[src/rtl/seq_pattern_counter.sv]
// seq_pattern_counter
//   Watches a qualified serial bit stream for a programmable PAT_W-bit
//   pattern (MSB = oldest bit) and counts matches. Overlapping or
//   non-overlapping matching is selected at run time by overlap_en.
//
// Parameters
//   PAT_W    pattern length, 2..16
//   PAT_INIT pattern loaded at reset
//   CNT_W    match counter width
//
// Ports
//   clk          rising-edge clock
//   rst          synchronous active-high reset
//   x, x_valid   serial data bit and its qualifier
//   overlap_en   1 = overlapping matches, 0 = history restarts after a match
//   cfg_load     load cfg_pattern and flush history (bit in this cycle dropped)
//   cfg_pattern  new pattern
//   cnt_clr      clear match counter (a same-cycle match then counts as 1)
//   y            registered one-cycle detect pulse
//   users_count  number of matches
//   cnt_full     counter limit indication
//
// Build option
//   SEQ_CNT_SATURATE_EN defined : counter saturates, cnt_full is a level
//                                 while users_count is at its maximum.
//   undefined (default)         : counter wraps, cnt_full pulses with y on
//                                 the wrap edge.
module seq_pattern_counter #(
  parameter int              PAT_W    = 4,
  parameter logic [PAT_W-1:0] PAT_INIT = 4'b1011,
  parameter int              CNT_W    = 10
) (
  input  logic             clk,
  input  logic             rst,
  input  logic             x,
  input  logic             x_valid,
  input  logic             overlap_en,
  input  logic             cfg_load,
  input  logic [PAT_W-1:0] cfg_pattern,
  input  logic             cnt_clr,
  output logic             y,
  output logic [CNT_W-1:0] users_count,
  output logic             cnt_full
);

  localparam int              FW       = $clog2(PAT_W);
  localparam logic [FW-1:0]   FILL_MAX = FW'(PAT_W - 1);
  localparam logic [CNT_W-1:0] CNT_MAX = {CNT_W{1'b1}};

  logic [PAT_W-1:0] pattern;
  logic [PAT_W-2:0] shreg;
  logic [FW-1:0]    fill;

  logic [PAT_W-1:0] hist;
  logic             match;
  logic [CNT_W-1:0] cnt_base;
  logic [CNT_W-1:0] cnt_nxt;
  logic             full_nxt;

  // Candidate window: stored history plus the bit on the wire. Slicing the
  // low PAT_W-1 bits of it is the shift, which also covers PAT_W == 2.
  assign hist  = {shreg, x};
  assign match = x_valid && !cfg_load && (fill == FILL_MAX) && (hist == pattern);

  // Clear is applied before the increment so clear+match yields 1.
  assign cnt_base = cnt_clr ? '0 : users_count;

`ifdef SEQ_CNT_SATURATE_EN
  always_comb begin
    cnt_nxt  = cnt_base;
    if (match && (cnt_base != CNT_MAX)) cnt_nxt = cnt_base + CNT_W'(1);
    full_nxt = (cnt_nxt == CNT_MAX);
  end
`else
  always_comb begin
    cnt_nxt  = cnt_base;
    if (match) cnt_nxt = cnt_base + CNT_W'(1);
    full_nxt = match && (cnt_base == CNT_MAX);
  end
`endif

  always_ff @(posedge clk) begin
    if (rst) begin
      pattern     <= PAT_INIT;
      shreg       <= '0;
      fill        <= '0;
      y           <= 1'b0;
      users_count <= '0;
      cnt_full    <= 1'b0;
    end else begin
      y           <= match;
      users_count <= cnt_nxt;
      cnt_full    <= full_nxt;
      if (cfg_load) begin
        pattern <= cfg_pattern;
        shreg   <= '0;
        fill    <= '0;
      end else if (x_valid) begin
        if (match && !overlap_en) begin
          // Non-overlap: the completed match consumes the whole history.
          shreg <= '0;
          fill  <= '0;
        end else begin
          shreg <= hist[PAT_W-2:0];
          if (fill != FILL_MAX) fill <= fill + FW'(1);
        end
      end
    end
  end

endmodule

[config.mk]
export PLATFORM = sky130hd
export DESIGN_NAME = seq_pattern_counter
export DESIGN_NICKNAME = d
export VERILOG_FILES = /design/src/rtl/seq_pattern_counter.sv
export SDC_FILE = /design/constraint.sdc
export NUM_CORES = 1
export LEC_CHECK = 0
export BUFFER_PORTS_ARGS = -buffer_cell sky130_fd_sc_hd__clkbuf_2
export CAP_MARGIN = 0
export CORE_MARGIN = 3
export CORE_UTILIZATION = 35
export CTS_CLUSTER_SIZE = 24
export DETAILED_ROUTE_END_ITERATION = 7
export GPL_ROUTABILITY_DRIVEN = 1
export PLACE_DENSITY_LB_ADDON = 0.1
export SKIP_CTS_REPAIR_TIMING = 1
export SLEW_MARGIN = 10
export SYNTH_ARGS = -nofsm -noshare
export SYNTH_HDL_FRONTEND = slang
export SYNTH_SLANG_ARGS = --single-unit
[constraint.sdc]
create_clock -name clk -period 3.25 [get_ports clk]
set_input_delay 0.65 -clock clk [delete_from_list [all_inputs] [get_ports clk]]
set_output_delay 0.65 -clock clk [all_outputs]
set_load 0.01 [all_outputs]
==> tab_implementation.tex, run 1 <==
\begin{tabular}{lr}
\hline
Metric & Value \\
\hline
\multicolumn{2}{l}{\textbf{Status}} \\
Outcome & finished clean \\
\multicolumn{2}{l}{\textbf{Routing}} \\
Routed length on met3 & between 100 and 150 um \\
Number of nets still failing antenna checks after routing & 0 \\
Uppermost signal routing layer after detailed routing & met4 \\
Metal-1 WL & $\sim$1.0 mm \\
Avg Vias per Cell & about 5.5 \\
Average detailed-routed wire length per instance & roughly 13 um \\
Vias & 955 \\
Detailed-router iteration count before antenna repair & 4 \\
Drc violations & 0 \\
Detailed route wirelength on metal2 & $\sim$1.1 mm \\
First-iteration detailed-routing DRC count & 36 \\
Wire length after detailed routing & 2.30 mm \\
\multicolumn{2}{l}{\textbf{Logic synthesis}} \\
Post-synth top flop & sky130\_fd\_sc\_hd\_\_dfxtp\_1 \\
Synth Net Count & 136 \\
Number of unique standard cell types used by synthesis & 32 \\
Synthesis Warnings & 0 \\
Multiplexer fraction of the synthesized cell area & under 10\% \\
Area share of fa/ha/maj cells after synthesis & 2.33\% \\
Gate count after technology mapping & $\sim$120 \\
Fraction of the mapped netlist area in compound gates & between 10\% and 20\% \\
Post-synthesis share of cell area spent on and, or, nand and nor gates & 31.1\% \\
Post-synth design cell area & 1070 um\^{}2 \\
Xor/xnor share of the synthesized area & between 3 and 4\% \\
Number of enable-type register cells in the synthesized netlist & 0 \\
Dominant combinational cell family by area after synthesis & simple AND/OR/NAND/NOR gates \\
Ys async rst share & 0\% \\
Sequential cell area fraction in the yosys report & 39.1\% \\
Post-synthesis register bit count & 21 \\
Avg Cell Area, Syn & 8.74 um\^{}2 \\
\multicolumn{2}{l}{\textbf{Worst setup path}} \\
Critical Path End Type & flip-flop \\
Required time at the endpoint of the critical path & $\sim$3.5 ns \\
Data arrival time of the critical path & 1.94 ns \\
Crit Path Category & in2reg \\
Critical path peak fanout & 15 \\
Launching element type of the critical path & primary input \\
\multicolumn{2}{l}{\textbf{Layout}} \\
Synth-to-Final Area Change & 14.1\% \\
Net total in the final layout & approximately 160 \\
Fraction of layout cells with a size suffix above 1 & a little under a quarter \\
\# fillers & between 300 and 400 \\
Most used cells in the layout excluding fill and tap cells & sky130\_fd\_sc\_hd\_\_clkbuf\_2 (22), sky130\_fd\_sc\_hd\_\_dfxtp\_1 (21), sky130\_fd\_sc\_hd\_\_nand2\_1 (9) \\
Most common library cell in the layout ignoring fill and taps & sky130\_fd\_sc\_hd\_\_clkbuf\_2 \\
Antenna cell count & 0 \\
\multicolumn{2}{l}{\textbf{STA}} \\
Clock tree skew after final layout & 0.00358 ns \\
Worst Slack Setup Final & 1.51 ns \\
Final Critical Period & 1.74 ns \\
RSZ-0062 raised after global routing & false \\
Part of the cycle the worst path needs & 53.4\% \\
Relative slew slack & $\sim$66\% \\
Actual slew at the worst max-slew pin & around 0.51 ns \\
Max Fclk & approximately 580 MHz \\
Final count of pins violating max slew & 0 \\
Number of setup violations in the final report & 0 \\
Hold Violations, Final & 0 \\
Setup\_tns & 0 ns \\
\multicolumn{2}{l}{\textbf{Power and ir drop}} \\
Leakage power & a little under 0.5 nW \\
Total power per unit cell area & between 300 and 400 nW/um\^{}2 \\
Maximum resistive drop on vdd & around 0.00021 V \\
\multicolumn{2}{l}{\textbf{CTS}} \\
Clock transition at the registers of the reported paths & between 0.1 and 0.15 ns \\
Buffer cell driving the clock tree root & sky130\_fd\_sc\_hd\_\_clkbuf\_4 \\
Num Clock Sinks & 21 \\
Max Root-Sink Buffers & 2 \\
TritonCTS clock tree & yes \\
TritonCTS Buffers & 3 \\
Clock Latency Late Sink & about 0.30 ns \\
Depth of the CTS H-tree & 1 \\
\multicolumn{2}{l}{\textbf{Floorplanning}} \\
Core outline area & approximately 2800 um\^{}2 \\
Number of primary I/O pins & 23 \\
Starting Density & a little under two fifths \\
Core Rows & 19 \\
Die area & between 3000 and 4000 um\^{}2 \\
Chip Width & 61.4 um \\
Vert. Die Dim & about 61 um \\
\multicolumn{2}{l}{\textbf{Placed design}} \\
Port Buf Inserts & 22 \\
Placer congestion estimate & a little over 0.8 \\
Minimum setup slack after placement & about 1.2 ns \\
Post-DP HPWL & about 1.7 mm \\
\multicolumn{2}{l}{\textbf{Global routing}} \\
Grt ovf & 0 \\
Largest net degree at the start of global routing & 23 \\
Global routing usage summed across all routing layers & 14.3\% \\
Antenna violations before repair & 0 \\
Vias in the first global route & slightly above 900 \\
Global-route wire length before repair & 4.07 mm \\
\multicolumn{2}{l}{\textbf{Job}} \\
Maximum capacitance violations & 0 \\
\multicolumn{2}{l}{\textbf{Min path}} \\
Hold/Removal Path Class & reg2reg \\
\hline
\end{tabular}
==> metrics by stage <==
stage	area [um^2]	std cells	utilization (%)	total power, mW	hold slack, ns
3_5_place_dp	1200	170	42.4	0.313	0.476
4_1_cts	1230	174	43.3	0.439	0.493
3_3_place_gp	1200	170	42.4	0.312	0.454
2_1_floorplan	1070	123	-	0.299	0.442
6_report	1230	174	43.3	0.432	0.489
5_1_grt	1230	174	43.3	0.455	0.542
==> critical path, stage by stage <==
cell,delay (ns)
sky130_fd_sc_hd__clkbuf_2,0.20
sky130_fd_sc_hd__nor2b_1,0.25
sky130_fd_sc_hd__ha_1,0.24
sky130_fd_sc_hd__and3_1,0.18
sky130_fd_sc_hd__nand4_1,0.12
sky130_fd_sc_hd__mux2_2,0.30
==> kinds of logic (layout without fill, tap and decap cells) <==
family | count (synthesis) | count (layout)
compound gates | 20 | 20
xor+xnor | 4 | 4
fa+ha+maj | 2 | 2
buf+inv | 8 | 28
flops | 21 | 21
mux | 9 | 9
simple gates | 59 | 59
==> final timing paths <==
check | from | to | slack, ns | cells after the start
worst max-delay path | cnt_clr | users_count[6] | 1.51 | 6
worst min-delay path | fill[1] | fill[1] | 0.49 | 2
worst max register to register | fill[0] | users_count[7] | 1.52 | 5
worst min register to register | fill[1] | fill[1] | 0.49 | 2
==> per-layer routing <==
layer,track usage [%],up-vias
li1,-,487
met3,3.77,2
met1,18.0,440
met4,3.33,0
met2,24.3,26
met5,0,-
==> registers in the layout, summed over array words and instances, names as in the netlist <==
register and cells:
users_count 10, pattern 4, shreg 3, fill 2, cnt_full 1, y 1
==> cell usage after synthesis, types with 2 or more instances <==
library cell               instances  share of area (%)
sky130_fd_sc_hd__nor3_1            4                1.9
sky130_fd_sc_hd__nand2_1           9                3.1
sky130_fd_sc_hd__o311ai_0          2                1.6
sky130_fd_sc_hd__a211o_1           3                2.4
sky130_fd_sc_hd__o21ai_0           2               0.93
sky130_fd_sc_hd__nor3b_1           4                2.8
sky130_fd_sc_hd__ha_1              2                2.3
sky130_fd_sc_hd__or3_1             6                3.5
sky130_fd_sc_hd__nand4_1           4                2.3
sky130_fd_sc_hd__and3_1            3                1.7
sky130_fd_sc_hd__nand2b_1          4                2.3
sky130_fd_sc_hd__clkbuf_1          5                1.7
sky130_fd_sc_hd__mux2_2            4                4.2
sky130_fd_sc_hd__xnor2_1           3                2.4
sky130_fd_sc_hd__nand3_1           8                3.7
sky130_fd_sc_hd__mux2i_1           5                4.7
sky130_fd_sc_hd__nor2_1            6                2.1
sky130_fd_sc_hd__inv_1             2               0.70
sky130_fd_sc_hd__o311ai_1          2                1.6
sky130_fd_sc_hd__dfxtp_1          21                 39
sky130_fd_sc_hd__a21oi_1           8                3.7
sky130_fd_sc_hd__nor2b_1           6                3.5
==> area by class of cell <==
class	count	area (um^2)	share of cell area [%]
Multi-Input combinational cell	94	623	50.8
Sequential cell	21	420	34.3
Clock buffer	4	26.3	2.14
Tap cell	31	38.8	3.16
Timing Repair Buffer	22	110	8.98
Inverter	2	7.51	0.612
==> where the power goes <==
part / switching [mW] / internal [mW] / total [mW]
Clock: 0.0773 / 0.0478 / 0.125
Combinational: 0.0243 / 0.0171 / 0.0414
Sequential: 0.00315 / 0.262 / 0.265
Total: 0.105 / 0.327 / 0.432
Power figures use the tool's default switching activity.
==> run 2, diff against run 1 <==
- clock period: 3.25 -> 1.8 ns (I/O delays scaled with it)
==> run 2 against run 1 <==
Register-to-register slack lost 1.4 ns. Combinational power grew 100%. Total power grew 83%. Largest cell class unchanged. Worst hold slack lost 0.23 ns. First-iteration DRC count shrank 14%. Sequential cell count is the same. Via count grew 3.2%. Clock-buffer cell count is the same. Sequential share of layout area shrank 1.4 points. Critical path depth shrank 1. Non-clock buffer count grew 6.
==> tab_implementation.tex, run 2 (synthesis results as in run 1) <==
\begin{tabular}{lr}
\hline
Metric & Value \\
\hline
\multicolumn{2}{l}{\textbf{Layout}} \\
Net total in the final layout & 163 \\
Number of flip-flops under the largest register name & 10 \\
Synth-to-Final Area Change & 19.1\% \\
Most used cells in the layout excluding fill and tap cells & sky130\_fd\_sc\_hd\_\_clkbuf\_2 (22), sky130\_fd\_sc\_hd\_\_dfxtp\_1 (21), sky130\_fd\_sc\_hd\_\_nand2\_1 (9) \\
Largest regs & users\_count (10), pattern (4), shreg (3) \\
Fraction of layout cells with a size suffix above 1 & a little over a quarter \\
Antenna cell count & 0 \\
\# fillers & 306 \\
Most common library cell in the layout ignoring fill and taps & sky130\_fd\_sc\_hd\_\_clkbuf\_2 \\
Top reg by flops & users\_count \\
Finished Cell Area & about 1300 um\^{}2 \\
\multicolumn{2}{l}{\textbf{Global routing}} \\
Largest net degree at the start of global routing & 19 \\
Global routing usage summed across all routing layers & 14.4\% \\
Vias in the first global route & $\sim$960 \\
Antenna violations before repair & 0 \\
Global-route wire length before repair & 4.04 mm \\
Grt ovf & 0 \\
\multicolumn{2}{l}{\textbf{STA}} \\
Worst Slack Setup Final & $\sim$0.12 ns \\
Hold Violations, Final & 0 \\
Clock tree skew after final layout & $\sim$0.0072 ns \\
Final Critical Period & about 1.7 ns \\
Actual slew at the worst max-slew pin & $\sim$0.34 ns \\
Max Fclk & 596 MHz \\
RSZ-0062 raised after global routing & false \\
Setup\_tns & 0 ns \\
Part of the cycle the worst path needs & 93.2\% \\
Relative slew slack & between 70\% and 80\% \\
Number of setup violations in the final report & 0 \\
Final hold slack & 0.256 ns \\
Final count of pins violating max slew & 0 \\
\multicolumn{2}{l}{\textbf{Routing}} \\
Detailed-router iteration count before antenna repair & 2 \\
Wire length after detailed routing & 2.37 mm \\
Number of nets still failing antenna checks after routing & 0 \\
Avg Vias per Cell & around 5.5 \\
Average detailed-routed wire length per instance & 13.2 um \\
First-iteration detailed-routing DRC count & 31 \\
Vias & between 900 and 1000 \\
Drc violations & 0 \\
\multicolumn{2}{l}{\textbf{CTS}} \\
Clock Latency Late Sink & around 0.30 ns \\
Max Root-Sink Buffers & 2 \\
Depth of the CTS H-tree & 1 \\
Buffer cell driving the clock tree root & sky130\_fd\_sc\_hd\_\_clkbuf\_4 \\
Num Clock Sinks & 21 \\
TritonCTS Buffers & 3 \\
TritonCTS clock tree & yes \\
Clock transition at the registers of the reported paths & between 0.1 and 0.15 ns \\
\multicolumn{2}{l}{\textbf{Power and ir drop}} \\
Leakage power & about 0.54 nW \\
Total power per unit cell area & approximately 620 nW/um\^{}2 \\
Maximum resistive drop on vdd & 0.000473 V \\
\multicolumn{2}{l}{\textbf{Worst setup path}} \\
Worst stage delay on the critical path & between 0.4 and 0.5 ns \\
Worst Reg2Reg Path Length in Cells & 5 \\
Combined buffer and inverter count along the critical path & 0 \\
Slowest-stage cell, CP & sky130\_fd\_sc\_hd\_\_or3\_1 \\
Crit path top cell by count & sky130\_fd\_sc\_hd\_\_or3\_1 \\
Launching element type of the critical path & flip-flop \\
Critical Path End Type & flip-flop \\
Cell family with the largest share of critical-path delay & simple AND/OR/NAND/NOR gates \\
Required time at the endpoint of the critical path & 2.04 ns \\
Cell Chain, Critical Path & ha\_1, nand2\_2, or3\_1, or3\_1, a21oi\_1 \\
Data arrival time of the critical path & 1.91 ns \\
Stages on worst setup path & 5 \\
Critical path peak fanout & 8 \\
Crit Path Category & reg2reg \\
\multicolumn{2}{l}{\textbf{Floorplanning}} \\
Starting Density & 38.0\% \\
Core Rows & 19 \\
Vert. Die Dim & 61.4 um \\
Number of primary I/O pins & 23 \\
Die area & $\sim$3800 um\^{}2 \\
Core outline area & $\sim$2800 um\^{}2 \\
Chip Width & 61.4 um \\
\multicolumn{2}{l}{\textbf{Min path}} \\
Cell depth of the worst hold path & 2 \\
Hold/Removal Path Class & in2reg \\
\multicolumn{2}{l}{\textbf{Job}} \\
Maximum capacitance violations & 0 \\
\multicolumn{2}{l}{\textbf{Placed design}} \\
Port Buf Inserts & 22 \\
Placer congestion estimate & about 0.78 \\
Post-place instance area & roughly 1200 um\^{}2 \\
Post-DP HPWL & $\sim$1.8 mm \\
Minimum setup slack after placement & between 0.1 and 0.15 ns \\
\multicolumn{2}{l}{\textbf{Status}} \\
Outcome & finished clean \\
\hline
\end{tabular}
run 2: final cells by class:
cell class	instances	area, um^2	share of cell area (%)
Timing Repair Buffer	28	155	12.1
Inverter	2	7.51	0.587
Tap cell	31	38.8	3.03
Multi-Input combinational cell	94	632	49.4
Clock buffer	4	26.3	2.05
Sequential cell	21	420	32.8
run 2: path summary, 6_finish.rpt:
check             slack (ns)        endpoint           start
setup / recovery        0.12  users_count[0]         fill[0]
hold reg to reg         0.48         fill[1]         fill[1]
hold / removal          0.26      pattern[0]  cfg_pattern[0]
setup reg to reg        0.12  users_count[0]         fill[0]
run 2: stage by stage:
stage	utilization, %	cells	power [mW]
after CTS	44.9	180	0.809
final	45.2	180	0.791
after detailed placement	44.0	176	0.572
after global routing	45.2	180	0.833
after global placement	44.0	176	0.570
after floorplan	-	123	0.540
run 2: per-layer routing:
metal | share of wire (%) | GRT usage [%] | vias to the layer above
met2 | 49 | 26.9 | 18
met3 | 4.6 | 4.82 | 2
met5 | 0 | 0 | -
met1 | 46 | 15.7 | 462
met4 | 0.72 | 3.33 | 0
li1 | - | - | 504
run 2: power breakdown:
group	internal, mW	total [mW]	switching [mW]
Sequential	0.473	0.479	0.00552
Clock	0.0864	0.230	0.144
Combinational	0.0368	0.0828	0.0460
Total	0.596	0.791	0.195
